--- config.mk ---
export PLATFORM = sky130hd
export DESIGN_NAME = gpio_bank
export DESIGN_NICKNAME = d
export VERILOG_FILES = /design/src/rtl/gpio_pkg.sv /design/src/rtl/gpio_in_filter.sv /design/src/rtl/gpio_bank.sv
export SDC_FILE = /design/constraint.sdc
export NUM_CORES = 1
export LEC_CHECK = 0
export BUFFER_PORTS_ARGS = -buffer_cell sky130_fd_sc_hd__buf_2
export CORE_MARGIN = 5
export CORE_UTILIZATION = 40
export CTS_CLUSTER_SIZE = 16
export DETAILED_ROUTE_END_ITERATION = 8
export PLACE_DENSITY = 0.75
export SYNTH_ARGS = -nofsm -noshare
export SYNTH_HDL_FRONTEND = slang
export SYNTH_SLANG_ARGS = --single-unit
--- constraint.sdc ---
create_clock -name clk -period 1.1 [get_ports clk]
set_clock_uncertainty 0.1 [all_clocks]
set_input_delay 0.055 -clock clk [delete_from_list [all_inputs] [get_ports clk]]
set_output_delay 0.055 -clock clk [all_outputs]
set_load 0.1 [all_outputs]
--- src/rtl/gpio_pkg.sv ---
// Shared constants for the GPIO bank: register offsets, synchroniser depth
// and the byte-enable expansion used by every write path.
package gpio_pkg;

    localparam int SYNC_STAGES = 2;

    // Byte offsets of the eight word registers (addr[1:0] is dropped before decode)
    localparam logic [4:0] OFS_OUT     = 5'h00;
    localparam logic [4:0] OFS_OUT_SET = 5'h04;
    localparam logic [4:0] OFS_OUT_CLR = 5'h08;
    localparam logic [4:0] OFS_IN      = 5'h0C;
    localparam logic [4:0] OFS_RISE_EN = 5'h10;
    localparam logic [4:0] OFS_FALL_EN = 5'h14;
    localparam logic [4:0] OFS_PENDING = 5'h18;
    localparam logic [4:0] OFS_IRQ_EN  = 5'h1C;

    // Expand the 4 byte enables into a 32-bit lane mask
    function automatic logic [31:0] be_mask(input logic [3:0] be);
        return {{8{be[3]}}, {8{be[2]}}, {8{be[1]}}, {8{be[0]}}};
    endfunction

endpackage

--- src/rtl/gpio_in_filter.sv ---
// One input pin: 2-FF synchroniser followed by a stability filter.
// The debounced value only follows the synchronised value after it has
// differed for DEBOUNCE consecutive cycles; DEBOUNCE=0 bypasses the filter.
module gpio_in_filter
    import gpio_pkg::*;
#(
    parameter int DEBOUNCE = 4
) (
    input  logic clk,
    input  logic rst_n,
    input  logic pin_i,
    output logic deb_o
);

    logic [SYNC_STAGES-1:0] sync_q;
    logic                   sync_val;

    // Metastability guard for the asynchronous pin
    always_ff @(posedge clk or negedge rst_n) begin
        if (!rst_n) begin
            sync_q <= '0;
        end else begin
            sync_q <= {sync_q[SYNC_STAGES-2:0], pin_i};
        end
    end

    assign sync_val = sync_q[SYNC_STAGES-1];

    if (DEBOUNCE == 0) begin : g_bypass
        assign deb_o = sync_val;
    end else begin : g_filter
        localparam int CW = (DEBOUNCE > 1) ? $clog2(DEBOUNCE) : 1;
        localparam logic [CW-1:0] CNT_TC = CW'(DEBOUNCE - 1);

        logic [CW-1:0] cnt_q, cnt_d;
        logic          deb_q, deb_d;

        // Count cycles of disagreement; any agreement restarts the count
        always_comb begin
            cnt_d = cnt_q;
            deb_d = deb_q;
            if (sync_val == deb_q) begin
                cnt_d = '0;
            end else if (cnt_q == CNT_TC) begin
                deb_d = sync_val;
                cnt_d = '0;
            end else begin
                cnt_d = cnt_q + 1'b1;
            end
        end

        // Filter state registers
        always_ff @(posedge clk or negedge rst_n) begin
            if (!rst_n) begin
                cnt_q <= '0;
                deb_q <= 1'b0;
            end else begin
                cnt_q <= cnt_d;
                deb_q <= deb_d;
            end
        end

        assign deb_o = deb_q;
    end

endmodule

--- src/rtl/gpio_bank.sv ---
// Memory-mapped GPIO bank: output register with atomic set/clear, filtered
// inputs, per-pin edge capture into sticky pending bits and a level irq.
module gpio_bank
    import gpio_pkg::*;
#(
    parameter int               N_OUT     = 4,
    parameter int               N_IN      = 4,
    parameter int               DEBOUNCE  = 4,
    parameter logic [N_OUT-1:0] OUT_RESET = '0
) (
    input  logic             clk,
    input  logic             rst_n,
    input  logic             sel,
    input  logic             we,
    input  logic             re,
    input  logic [4:0]       addr,
    input  logic [31:0]      wdata,
    input  logic [3:0]       be,
    output logic [31:0]      rdata,
    output logic             rvalid,
    output logic [N_OUT-1:0] gpio_out,
    input  logic [N_IN-1:0]  gpio_in,
    output logic             irq
);

    logic             wr_en, rd_en;
    logic [4:0]       ofs;
    logic [31:0]      wmask, wbits;
    logic             unused_bits;

    logic [N_OUT-1:0] out_q, out_d;
    logic [N_IN-1:0]  rise_en_q, rise_en_d;
    logic [N_IN-1:0]  fall_en_q, fall_en_d;
    logic [N_IN-1:0]  pend_q, pend_d;
    logic [N_IN-1:0]  pend_clr, edge_set;
    logic [N_IN-1:0]  deb_prev_q;
    logic [N_IN-1:0]  in_deb;
    logic             irq_en_q, irq_en_d;
    logic             irq_q, irq_d;
    logic [31:0]      rd_val;
    logic [31:0]      rdata_q, rdata_d;
    logic             rvalid_q;

    assign wr_en = sel & we;
    assign rd_en = sel & re;
    assign ofs   = {addr[4:2], 2'b00};
    assign wmask = be_mask(be);
    assign wbits = wdata & wmask;

    // Byte lanes above the pin counts and addr[1:0] have no storage behind them
    assign unused_bits = ^{addr[1:0], wbits, wmask};

    for (genvar i = 0; i < N_IN; i++) begin : g_in
        gpio_in_filter #(
            .DEBOUNCE(DEBOUNCE)
        ) u_filter (
            .clk  (clk),
            .rst_n(rst_n),
            .pin_i(gpio_in[i]),
            .deb_o(in_deb[i])
        );
    end

    // Edges are seen in the cycle after the debounced value moves, so an
    // enable written later cannot capture an edge that already happened
    assign edge_set = (in_deb & ~deb_prev_q & rise_en_q)
                    | (~in_deb & deb_prev_q & fall_en_q);

    // Register-file write decode and pending update (edge set beats W1C)
    always_comb begin
        out_d     = out_q;
        rise_en_d = rise_en_q;
        fall_en_d = fall_en_q;
        irq_en_d  = irq_en_q;
        pend_clr  = '0;
        if (wr_en) begin
            case (ofs)
                OFS_OUT:     out_d = (out_q & ~wmask[N_OUT-1:0]) | wbits[N_OUT-1:0];
                OFS_OUT_SET: out_d = out_q | wbits[N_OUT-1:0];
                OFS_OUT_CLR: out_d = out_q & ~wbits[N_OUT-1:0];
                OFS_RISE_EN: rise_en_d = (rise_en_q & ~wmask[N_IN-1:0]) | wbits[N_IN-1:0];
                OFS_FALL_EN: fall_en_d = (fall_en_q & ~wmask[N_IN-1:0]) | wbits[N_IN-1:0];
                OFS_PENDING: pend_clr = wbits[N_IN-1:0];
                OFS_IRQ_EN:  if (be[0]) irq_en_d = wdata[0];
                default:     ;
            endcase
        end
        pend_d = (pend_q & ~pend_clr) | edge_set;
        irq_d  = irq_en_q & (|pend_q);
    end

    // Read mux; set/clear strobes and any unmapped offset read as zero
    always_comb begin
        rd_val = '0;
        case (ofs)
            OFS_OUT:     rd_val = 32'(out_q);
            OFS_IN:      rd_val = 32'(in_deb);
            OFS_RISE_EN: rd_val = 32'(rise_en_q);
            OFS_FALL_EN: rd_val = 32'(fall_en_q);
            OFS_PENDING: rd_val = 32'(pend_q);
            OFS_IRQ_EN:  rd_val = {31'b0, irq_en_q};
            default:     rd_val = '0;
        endcase
        rdata_d = rd_en ? rd_val : rdata_q;
    end

    // Control/status registers and pin state
    always_ff @(posedge clk or negedge rst_n) begin
        if (!rst_n) begin
            out_q      <= OUT_RESET;
            rise_en_q  <= '0;
            fall_en_q  <= '0;
            pend_q     <= '0;
            irq_en_q   <= 1'b0;
            deb_prev_q <= '0;
        end else begin
            out_q      <= out_d;
            rise_en_q  <= rise_en_d;
            fall_en_q  <= fall_en_d;
            pend_q     <= pend_d;
            irq_en_q   <= irq_en_d;
            deb_prev_q <= in_deb;
        end
    end

    // Registered load response and interrupt line
    always_ff @(posedge clk or negedge rst_n) begin
        if (!rst_n) begin
            rdata_q  <= '0;
            rvalid_q <= 1'b0;
            irq_q    <= 1'b0;
        end else begin
            rdata_q  <= rdata_d;
            rvalid_q <= rd_en;
            irq_q    <= irq_d;
        end
    end

    assign gpio_out = out_q;
    assign rdata    = rdata_q;
    assign rvalid   = rvalid_q;
    assign irq      = irq_q;

endmodule

Word level (Yosys, flattened, before mapping)
Cells that the tools add are included.
Storage, ports and cells
  flip-flop bits (word level): 75
  bits in latches: 0
  memories kept: 0
  logic and storage cells: 91
  ROM bits: 0
  bits of input ports: 50
  bits in writable memories: 0
  output and inout bits: 38
Cells by class
  divide/modulo/power cells: 0
  bitwise logic cells: 28
  multipliers: 0
  add/subtract/negate cells: 4
  shifts and indexed selects: 0
  $lt $le $gt $ge: 0
  muxes and demuxes: 12
  eq/ne operators: 15
  reduce and logical (&&, ||, !) cells: 11
Operators by type and width (number)
  $and A4 B4 Y4: 10
  $or A4 B4 Y4: 6
  $pmux W4 S6: 1
  $not A4 Y4: 5
  $mux W2: 8
  $reduce_and A2 Y1: 7
  $eq A3 B3 Y1 const B: 4
  $pmux W4 S3: 1
  $add A2 B1 Y2 const B: 4
  $eq A2 B2 Y1 const B: 4
  $mux W4: 2
  $eq A3 B2 Y1 const B: 2
  $logic_not A5 Y1: 1
  $eq A1 B1 Y1: 4
  $not A1 Y1: 4
  $reduce_or A4 Y1: 1
  $and A1 B1 Y1: 3
  $eq A3 B1 Y1 const B: 1
  $reduce_and A3 Y1: 1
  $reduce_bool A3 Y1: 1

Logic depth before layout (Yosys ltp)
Gate-level depths: netlist (run 1).
  word-level depth: 6
  depth in mapped cells: 6
  depth with buffers taken out: 4

Hierarchy
Synthesis (run 1) repeated with hierarchy kept, for this count alone.
Unflattened totals
  cell total of the unflattened synthesis: 184
  area, all modules: 2254.7 µm²
By module, submodules not included
  gpio_bank: instances 1, area an instance 1559.0 µm², cells each 144, sequential area each 675.6 µm²
  gpio_in_filter: instances 4, area an instance 173.9 µm², cells each 10, sequential area each 125.1 µm²

Worst setup path before layout (run 1)
No wires, ideal clock.
  path type: reg2reg
  start point: register out_q[0] (netlist: gpio_out[0])
  end point: register rdata_q[0] (netlist: rdata[0])
  clock period less this slack: 1.631 ns
  data arrival time: 1.455 ns
  setup time: 0.076 ns
  data required time: 0.924 ns
  buffers on the path: 0
  slack: -0.531 ns
  stages on the path, launching flop included: 5
  path through: dfrtp_1 mux2i_1 o32ai_1 a21oi_1 o21ai_1
Between the ends
  word-level cells in the longest chain between the ends: 1
Ends and longest elaborated chain
  start, declared: RTL line gpio_bank.sv:31  | logic [N_OUT-1:0] out_q, out_d;
  start signal, assigned: RTL line gpio_bank.sv:117  | out_q <= out_d;
  $pmux W4 S6: RTL line gpio_bank.sv:95  | case (ofs)
  end signal, assigned: RTL line gpio_bank.sv:133  | rdata_q <= rdata_d;
  end, declared: RTL line gpio_bank.sv:41  | logic [31:0] rdata_q, rdata_d;
Every way passes these cells.
A chain may end at the register's enable or synchronous reset.

Worst setup path after layout (run 1)
  start point: register out_q[0] (netlist: gpio_out[0])
  end point: output port gpio_out[0]
RTL lines
  end, declared: RTL line gpio_bank.sv:21  | output logic [N_OUT-1:0] gpio_out,
No word-level cell between the ends.

==> flow_metrics.env, run 1 <==
export IMPL_run_status="finished with violations"
export IMPL_violations="negative setup slack"
export IMPL_cts_made_buffers=5
export IMPL_rsz0062_at_grt="yes"
export IMPL_critPathMaxStageDelay_ns=0.49
export IMPL_critPathMaxFanout=2
export IMPL_cts_sinks=47
export IMPL_critical_path_top_delay_family="flip-flops"
export IMPL_timing_final_crit_period_ns=1.23
export IMPL_max_freq_ghz=0.816
export IMPL_worstPathRequired_ns=0.94
export IMPL_vdd_drop_max_v=0.00108
export IMPL_postLayoutCoreUtil=0.541
export IMPL_synthSimpleGateAreaFrac=0.121
export IMPL_cts_tree="built"
export IMPL_yosys_warnings=0
export IMPL_htreeDepth=2
export IMPL_power_density_nw_per_um2=2080
export IMPL_path_clk_slew_ns=0.09
export IMPL_fin_cells=330
export IMPL_ys_flop_type="dfrtp_1"
export IMPL_synth_edf_count=0
export IMPL_netlist_cell_type_count=41
export IMPL_synth_top_family_by_area="buffers and inverters"
export IMPL_most_common_layout_cells="40 x dfrtp_1, 28 x conb_1, 19 x buf_4, 18 x nand2_1, 16 x buf_2"
export IMPL_crit_chain="buf_6 > buf_12"
export IMPL_use_met2=0.218
export IMPL_dp_cells=309
export IMPL_drt_first_pass_iters=4
export IMPL_critPathBufInv=2
export IMPL_grt_pass1_wl_mm=7.58
export IMPL_post_drt_wl_per_cell_um=13.6
export IMPL_busiest_layer="met2"
export IMPL_maxSlewViolCount=0
export IMPL_post_route_period_util=1.11
export IMPL_synth_area_um2=2260
export IMPL_syn_avg_cell_area_um2=11.7
export IMPL_num_rows=27
export IMPL_crit_slowest_cell="dfrtp_4"
export IMPL_syn_to_final_growth_pct=31.6
export IMPL_use_met3=0.0282
export IMPL_num_antenna_cells=0
export IMPL_vias_per_cell=4.79
export IMPL_synth_compound_area_frac=0.107
export IMPL_synthXorXnorAreaFrac=0.0193
export IMPL_placement_io_buffers=26
export IMPL_setup_ws_ns=-0.125
export IMPL_antenna_found_initial=0
export IMPL_endpoint_kind="output port"
export IMPL_grt_overflow=0
export IMPL_gp_congestion=0.807
export IMPL_min_path_type="primary input to asynchronous set/reset pin"
export IMPL_layout_commonest_cell="dfrtp_1"
export IMPL_async_flop_share=1.00
export IMPL_syn_inst=194
export IMPL_grt_max_degree=22
export IMPL_core_um2=5510
export IMPL_synthAdderAreaFrac=0.0221
export IMPL_seq_area_frac_synth=0.520
export IMPL_cts_root_buffer="clkbuf_8"
export IMPL_die_y_um=85.2
export IMPL_p_leak_nw=1.35
export IMPL_drc=0
export IMPL_wl_mm=4.49
export IMPL_clockBufferDepth=2
export IMPL_drtIter0Drc=102
export IMPL_die_x_um=85.2
export IMPL_finalNetCount=311
export IMPL_arrival_ns=1.07
export IMPL_detailed_place_hpwl_mm=3.40
export IMPL_grt_use_total=0.131
export IMPL_initial_core_util=0.411
export IMPL_synth_seq_cells=47
export IMPL_finalSetupViolCount=8
export IMPL_setup_tns_ns=-0.705
export IMPL_drv_cap=0
export IMPL_clkLatencyLatePin_ns=0.30
export IMPL_use_met1=0.169
export IMPL_drive_above_1_share=0.376
export IMPL_first_global_vias=1597
export IMPL_synth_mux_area_frac=0.0818
export IMPL_final_antenna_net_count=0
export IMPL_power_mw=6.20
export IMPL_route_vias_total=1581
export IMPL_worstSetupPathType="flop to output port"
export IMPL_dieArea_um2=7260
export IMPL_ios=88
export IMPL_finalHoldViolations=0
export IMPL_worst_setup_path_start_kind="flop"
## report_power, final
group | internal (mW) | leakage (nW) | switching (mW)
clock | 0.449 | 0.0452 | 0.564
sequential | 2.21 | 0.561 | 0.312
combinational | 1.11 | 0.739 | 1.56
total | 3.76 | 1.35 | 2.44
## path summary, 6_finish.rpt
path	slack, ns	end	start	cells past startpoint
max in group asynchronous	0.45	gpio_out[3]	rst_n	3
min in group clk	0.05	rdata[3]	re	4
setup reg to reg	-0.09	rdata[1]	gpio_out[1]	3
hold reg to reg	0.25	g_in[2].u_filter.sync_q[1]	g_in[2].u_filter.sync_q[0]	0
setup / recovery	-0.13	gpio_out[0]	gpio_out[0]	2
hold / removal	0.04	g_in[1].u_filter.sync_q[1]	rst_n	2
## layout make-up
| cell class | count | area [um^2] |
|---|---|---|
| clock inverters | 2 | 13.8 |
| well taps | 72 | 90.1 |
| flip-flops and latches | 47 | 1190 |
| multi-input cells | 134 | 955 |
| clock buffers | 6 | 72.6 |
| fillers | 492 | 2530 |
| repair buffers | 63 | 631 |
| inverters | 6 | 22.5 |
## logic make-up (layout without fill, tap and decap cells)
| group | after synthesis | after routing |
|---|---|---|
| adders and majority gates | 4 | 4 |
| and+or+nand+nor | 44 | 44 |
| buffers and inverters | 40 | 77 |
| muxes | 17 | 17 |
| other | 1 | 28 |
| xor gates and xnor gates | 5 | 5 |
| DFF | 47 | 47 |
| AOI/OAI and AO/OA | 36 | 36 |
## cells in the mapped netlist (2+ instances only)
| cell type | n | area share |
|---|---|---|
| buf_6 | 4 | 0.020 |
| mux2_2 | 11 | 0.055 |
| a21oi_1 | 6 | 0.013 |
| nor2_1 | 3 | 0.0050 |
| o22ai_1 | 5 | 0.014 |
| or3_4 | 2 | 0.0099 |
| o211ai_1 | 4 | 0.013 |
| nor2b_1 | 5 | 0.014 |
| nand3b_1 | 4 | 0.013 |
| a31oi_1 | 2 | 0.0055 |
| mux2i_1 | 5 | 0.022 |
| nand2_1 | 18 | 0.030 |
| nor3_1 | 3 | 0.0066 |
| dfrtp_1 | 47 | 0.52 |
| o21ai_0 | 4 | 0.0088 |
| ha_1 | 4 | 0.022 |
| xnor2_1 | 4 | 0.015 |
| buf_4 | 29 | 0.096 |
| inv_1 | 6 | 0.0099 |
| o21ai_1 | 6 | 0.013 |
| a32o_1 | 2 | 0.0088 |
## through the flow
stage               setup slack (ns)  area [um^2]  hold slack [ns]
finish                        -0.125         2980           0.0395
global route                  -0.154         2980           0.0621
CTS                           -0.132         2910           0.0357
detailed placement            -0.198         2690           -0.167
global placement              -0.204         2690           -0.170
floorplan                     -0.196         2380           -0.341
## worst reg2reg max path: stages (launching register included)
cell,delay [ns]
dfrtp_4,0.49
mux2i_2,0.18
o21ai_2,0.08
a32o_1,0.24
## metal layers
| layer | share of wire | routed length, um |
|---|---|---|
| met5 | 0 | 0 |
| met4 | 0.015 | 66 |
| met3 | 0.074 | 333 |
| met2 | 0.51 | 2270 |
| met1 | 0.40 | 1820 |
## what timing repair did
action	CTS	global route
endpoints found under the setup margin	8	17
hold endpoints to repair	62	0
gates resized for setup	4	16
pin swaps	2	4
setup buffers	2	1
hold buffers	10	0
No activity file was read; power rests on OpenSTA's default activity.
==> run 2: changes to the inputs <==
CELL_PAD_IN_SITES_DETAIL_PLACEMENT = 0   (was not set)
CELL_PAD_IN_SITES_GLOBAL_PLACEMENT = 1   (was not set)
CORE_UTILIZATION = 33   (was 40)
PLACE_DENSITY = 0.8   (was 0.75)
TNS_END_PERCENT = 30   (was not set)
==> flow_metrics.env, run 2 (synthesized netlist as in run 1, its figures left out) <==
export IMPL_die_y_um=92.8
export IMPL_setup_ws_ns=-0.128
export IMPL_initial_core_util=0.337
export IMPL_antenna_found_initial=0
export IMPL_hold_ws_ns=0.00757
export IMPL_fill_cells=627
export IMPL_cts_root_buffer="clkbuf_8"
export IMPL_layout_commonest_cell="dfrtp_1"
export IMPL_most_common_layout_cells="40 x dfrtp_1, 28 x conb_1, 18 x nand2_1, 17 x buf_4, 16 x buf_2"
export IMPL_p_clk_frac=0.175
export IMPL_final_antenna_net_count=0
export IMPL_clockBufferDepth=2
export IMPL_min_path_type="primary input to flop"
export IMPL_first_global_vias=1460
export IMPL_finalHoldViolations=0
export IMPL_worst_setup_path_start_kind="flop"
export IMPL_pwr_share_comb=0.409
export IMPL_gp_congestion=0.889
export IMPL_endpoint_kind="output port"
export IMPL_seqCellArea_um2=1190
export IMPL_syn_to_final_growth_pct=28.4
export IMPL_vias_per_cell=4.49
export IMPL_grt_pass1_wl_mm=7.10
export IMPL_p_seq_frac=0.416
export IMPL_grt_use_total=0.105
export IMPL_worstSetupPathType="flop to output port"
export IMPL_power_switching_mw=2.39
export IMPL_arrival_ns=1.07
export IMPL_holdCritStartpoint="re"
export IMPL_grt_max_degree=48
export IMPL_path_clk_slew_ns=0.09
export IMPL_multiInputGateArea_um2=935
export IMPL_hold_depth=3
export IMPL_drtIter0Drc=55
export IMPL_cts_sinks=47
export IMPL_num_rows=30
export IMPL_finalSetupViolCount=8
export IMPL_dieArea_um2=8620
export IMPL_cts_tree="built"
export IMPL_drive_above_1_share=0.349
export IMPL_post_drt_wl_per_cell_um=13.4
export IMPL_ios=88
export IMPL_drv_cap=0
export IMPL_fin_cells=332
export IMPL_wl_mm=4.45
export IMPL_timing_final_crit_period_ns=1.23
export IMPL_postLayoutCoreUtil=0.433
export IMPL_grt_overflow=0
export IMPL_power_density_nw_per_um2=2100
export IMPL_worstPathRequired_ns=0.94
export IMPL_post_route_period_util=1.12
export IMPL_rsz0062_at_grt="yes"
export IMPL_critPathMaxFanout=2
export IMPL_clkLatencyLatePin_ns=0.30
export IMPL_max_freq_ghz=0.814
export IMPL_ff2ff_path_depth=3
export IMPL_placement_io_buffers=26
export IMPL_setup_tns_ns=-0.671
export IMPL_p_leak_nw=1.31
export IMPL_route_vias_total=1492
export IMPL_detailed_place_hpwl_mm=3.29
export IMPL_violations="negative setup slack"
export IMPL_cts_made_buffers=5
export IMPL_maxSlewViolCount=0
export IMPL_htreeDepth=2
export IMPL_p_sw_frac=0.392
export IMPL_die_x_um=92.8
export IMPL_vdd_drop_max_v=0.000619
export IMPL_p_int_mw=3.71
export IMPL_num_antenna_cells=0
export IMPL_run_status="finished with violations"
export IMPL_r2r_start="gpio_out[1]"
export IMPL_dp_cells=315
export IMPL_drt_first_pass_iters=4
export IMPL_core_um2=6720
export IMPL_crit_start="gpio_out[3]"
export IMPL_finalNetCount=305
export IMPL_drc=0
-- run 2: cell count changes in the layout (fill, tap and decap cells not counted), sizes merged --
cell         change
dlygate4sd3      -1
buf              -5
clkbuf           +1
clkinv           -1
-- run 2: cell type report --
type | count | area share
clock buffers | 7 | 0.0297
clock inverters | 1 | 0.00172
inverters | 6 | 0.00775
multi-input cells | 134 | 0.322
flip-flops and latches | 47 | 0.411
well taps | 80 | 0.0344
repair buffers | 57 | 0.194
-- run 2: layer usage --
layer / vias up / GRT usage / share of wire
met4: 0 / 0.0330 / 0.011
met1: 710 / 0.137 / 0.44
met2: 44 / 0.162 / 0.48
met5: - / 0 / 0
li1: 732 / - / -
met3: 6 / 0.0390 / 0.067
-- run 2: power by group through the flow --
stage          combinational, mW  sequential [mW]  clock [mW]
2_1_floorplan               1.16             3.02           0
6_report                    2.50             2.54        1.07
4_1_cts                     2.43             2.53        1.11
3_5_place_dp                2.37             2.56           0
3_3_place_gp                2.32             2.54           0
5_1_grt                     2.66             2.60        1.17
-- run 2: timing repair --
action                                  in CTS  in global routing
pin swaps                                    2                  3
endpoints found under the hold margin       62                  0
hold buffers                                 9                  0
endpoints found under the setup margin       8                 16
buffers inserted                             0                  0
resized for setup                            4                  9
-- run 2: worst max-delay path, stage by stage, from the launching register on --
cell and delay (ns):
dfrtp_4 0.49, buf_6 0.13, buf_12 0.15
-- run 2: metrics by stage --
stage               instance area (um^2)  power (mW)  worst slack [ns]
floorplan                           2380        4.18            -0.196
global placement                    2670        4.87            -0.150
detailed placement                  2670        4.93            -0.165
CTS                                 2870        6.07            -0.138
global route                        2910        6.44            -0.170
finish                              2910        6.10            -0.128
-- run 2: final timing paths --
kind / to / slack [ns]
setup reg to reg: rdata[1] / -0.09
max in group asynchronous: gpio_out[0] / 0.49
hold reg to reg: g_in[2].u_filter.sync_q[1] / 0.25
setup / recovery: gpio_out[3] / -0.13
min in group asynchronous: g_in[1].u_filter.sync_q[0] / 0.17
hold / removal: rvalid / 0.008
==> run 3: changes to the inputs <==
MAX_ROUTING_LAYER = met4   (was not set)
SKIP_LAST_GASP = 1   (was not set)
==> flow_metrics.env, run 3 (synthesized netlist as in run 1, its figures left out) <==
export IMPL_run_status="finished with violations"
export IMPL_violations="negative setup slack"
export IMPL_finalSetupViolCount=10
export IMPL_first_global_vias=1583
export IMPL_cts_tree="built"
export IMPL_ios=88
export IMPL_post_drt_wl_per_cell_um=14.3
export IMPL_endpoint="gpio_out[2]"
export IMPL_clockBufferDepth=2
export IMPL_dieArea_um2=8620
export IMPL_worstPathRequired_ns=0.94
export IMPL_ff2ff_path_depth=3
export IMPL_initial_core_util=0.337
export IMPL_worstSetupPathType="flop to output port"
export IMPL_arrival_ns=1.08
export IMPL_worst_setup_path_start_kind="flop"
export IMPL_r2r_end="rdata[1]"
export IMPL_critPathMaxFanout=2
export IMPL_max_freq_ghz=0.807
export IMPL_antenna_found_initial=0
export IMPL_p_leak_nw=1.31
export IMPL_drv_cap=0
export IMPL_vias_per_cell=4.60
export IMPL_grt_pass1_wl_mm=7.87
export IMPL_power_density_nw_per_um2=2150
export IMPL_post_route_period_util=1.13
export IMPL_drt_first_pass_iters=4
export IMPL_rsz0062_at_grt="yes"
export IMPL_power_mw=6.25
export IMPL_endpoint_kind="output port"
export IMPL_most_common_layout_cells="40 x dfrtp_1, 28 x conb_1, 19 x buf_4, 18 x nand2_1, 16 x buf_2"
export IMPL_vdd_drop_max_v=0.000650
export IMPL_final_antenna_net_count=0
export IMPL_drc=0
export IMPL_num_rows=30
export IMPL_placement_io_buffers=26
export IMPL_num_antenna_cells=0
export IMPL_wl_mm=4.78
export IMPL_core_um2=6720
export IMPL_grt_max_degree=48
export IMPL_die_y_um=92.8
export IMPL_grt_overflow=0
export IMPL_cts_sinks=47
export IMPL_syn_to_final_growth_pct=28.3
export IMPL_finalNetCount=307
export IMPL_r2r_start="gpio_out[1]"
export IMPL_min_path_type="primary input to flop"
export IMPL_die_x_um=92.8
export IMPL_grt_use_total=0.120
export IMPL_layout_commonest_cell="dfrtp_1"
export IMPL_hold_ws_ns=0.00124
export IMPL_gp_congestion=0.854
export IMPL_postLayoutCoreUtil=0.432
export IMPL_clkLatencyLatePin_ns=0.30
export IMPL_cts_root_buffer="clkbuf_8"
export IMPL_setup_ws_ns=-0.138
export IMPL_crit_start="gpio_out[2]"
export IMPL_cts_made_buffers=5
export IMPL_drive_above_1_share=0.331
export IMPL_maxSlewViolCount=0
export IMPL_setup_tns_ns=-0.797
export IMPL_timing_final_crit_period_ns=1.24
export IMPL_drtIter0Drc=107
export IMPL_htreeDepth=2
export IMPL_rrSetupSlack_ns=-0.10
export IMPL_route_vias_total=1535
export IMPL_detailed_place_hpwl_mm=3.66
export IMPL_path_clk_slew_ns=0.09
export IMPL_finalHoldViolations=0
export IMPL_dp_slack_ns=-0.174
-- run 3: layout make-up --
cell class                      count  area [um^2]
Clock inverter                      1         30.0
Multi-Input combinational cell    134          902
Tap cell                           80          100
Fill cell                         626         3810
Sequential cell                    47         1190
Clock buffer                        7         76.3
Inverter                            6         22.5
Timing Repair Buffer               59          578
-- run 3: critical path: stages, from the launching register on --
cell and delay (ns):
dfrtp_4 0.50, buf_6 0.13, buf_12 0.15
-- run 3: how the worst min path moves through the flow --
stage | start | end | slack (ns) | cells after the start
2_1_floorplan | rst_n | asynchronous set/reset pin | -0.34 | 0
3_3_place_gp | rst_n | g_in[1].u_filter.sync_q[0] | -0.05 | 2
3_5_place_dp | rst_n | g_in[1].u_filter.sync_q[0] | -0.04 | 2
4_1_cts | re | rvalid | 0.0004 | 3
5_1_grt | re | rvalid | 0.009 | 3
6_report | re | rvalid | 0.001 | 3
-- run 3: stage by stage --
stage	std cells	cell area [um^2]
floorplan	221	2380
global placement	316	2680
detailed placement	316	2680
CTS	333	2890
global route	334	2900
finish	334	2900
-- run 3: power breakdown --
group	internal (mW)	switching, mW	total (mW)
sequential	2.20	0.357	2.56
clock	0.681	0.578	1.26
combinational	0.946	1.49	2.43
total	3.83	2.42	6.25
-- run 3: layer usage --
layer | vias up | wire length [um] | global-route usage
li1 | 737 | - | -
met1 | 753 | 2090 | 0.147
met2 | 35 | 2380 | 0.192
met3 | 10 | 213 | 0.0284
met4 | 0 | 98 | 0.0501
met5 | - | 0 | -
-- run 3: repair_timing --
| item | in CTS | in global routing |
|---|---|---|
| buffers inserted | 0 | 1 |
| resized for setup | 4 | 1 |
| pin swaps | 0 | 1 |
| endpoints found under the hold margin | 62 | 0 |
| endpoints found under the setup margin | 12 | 17 |
| hold buffers | 9 | 0 |
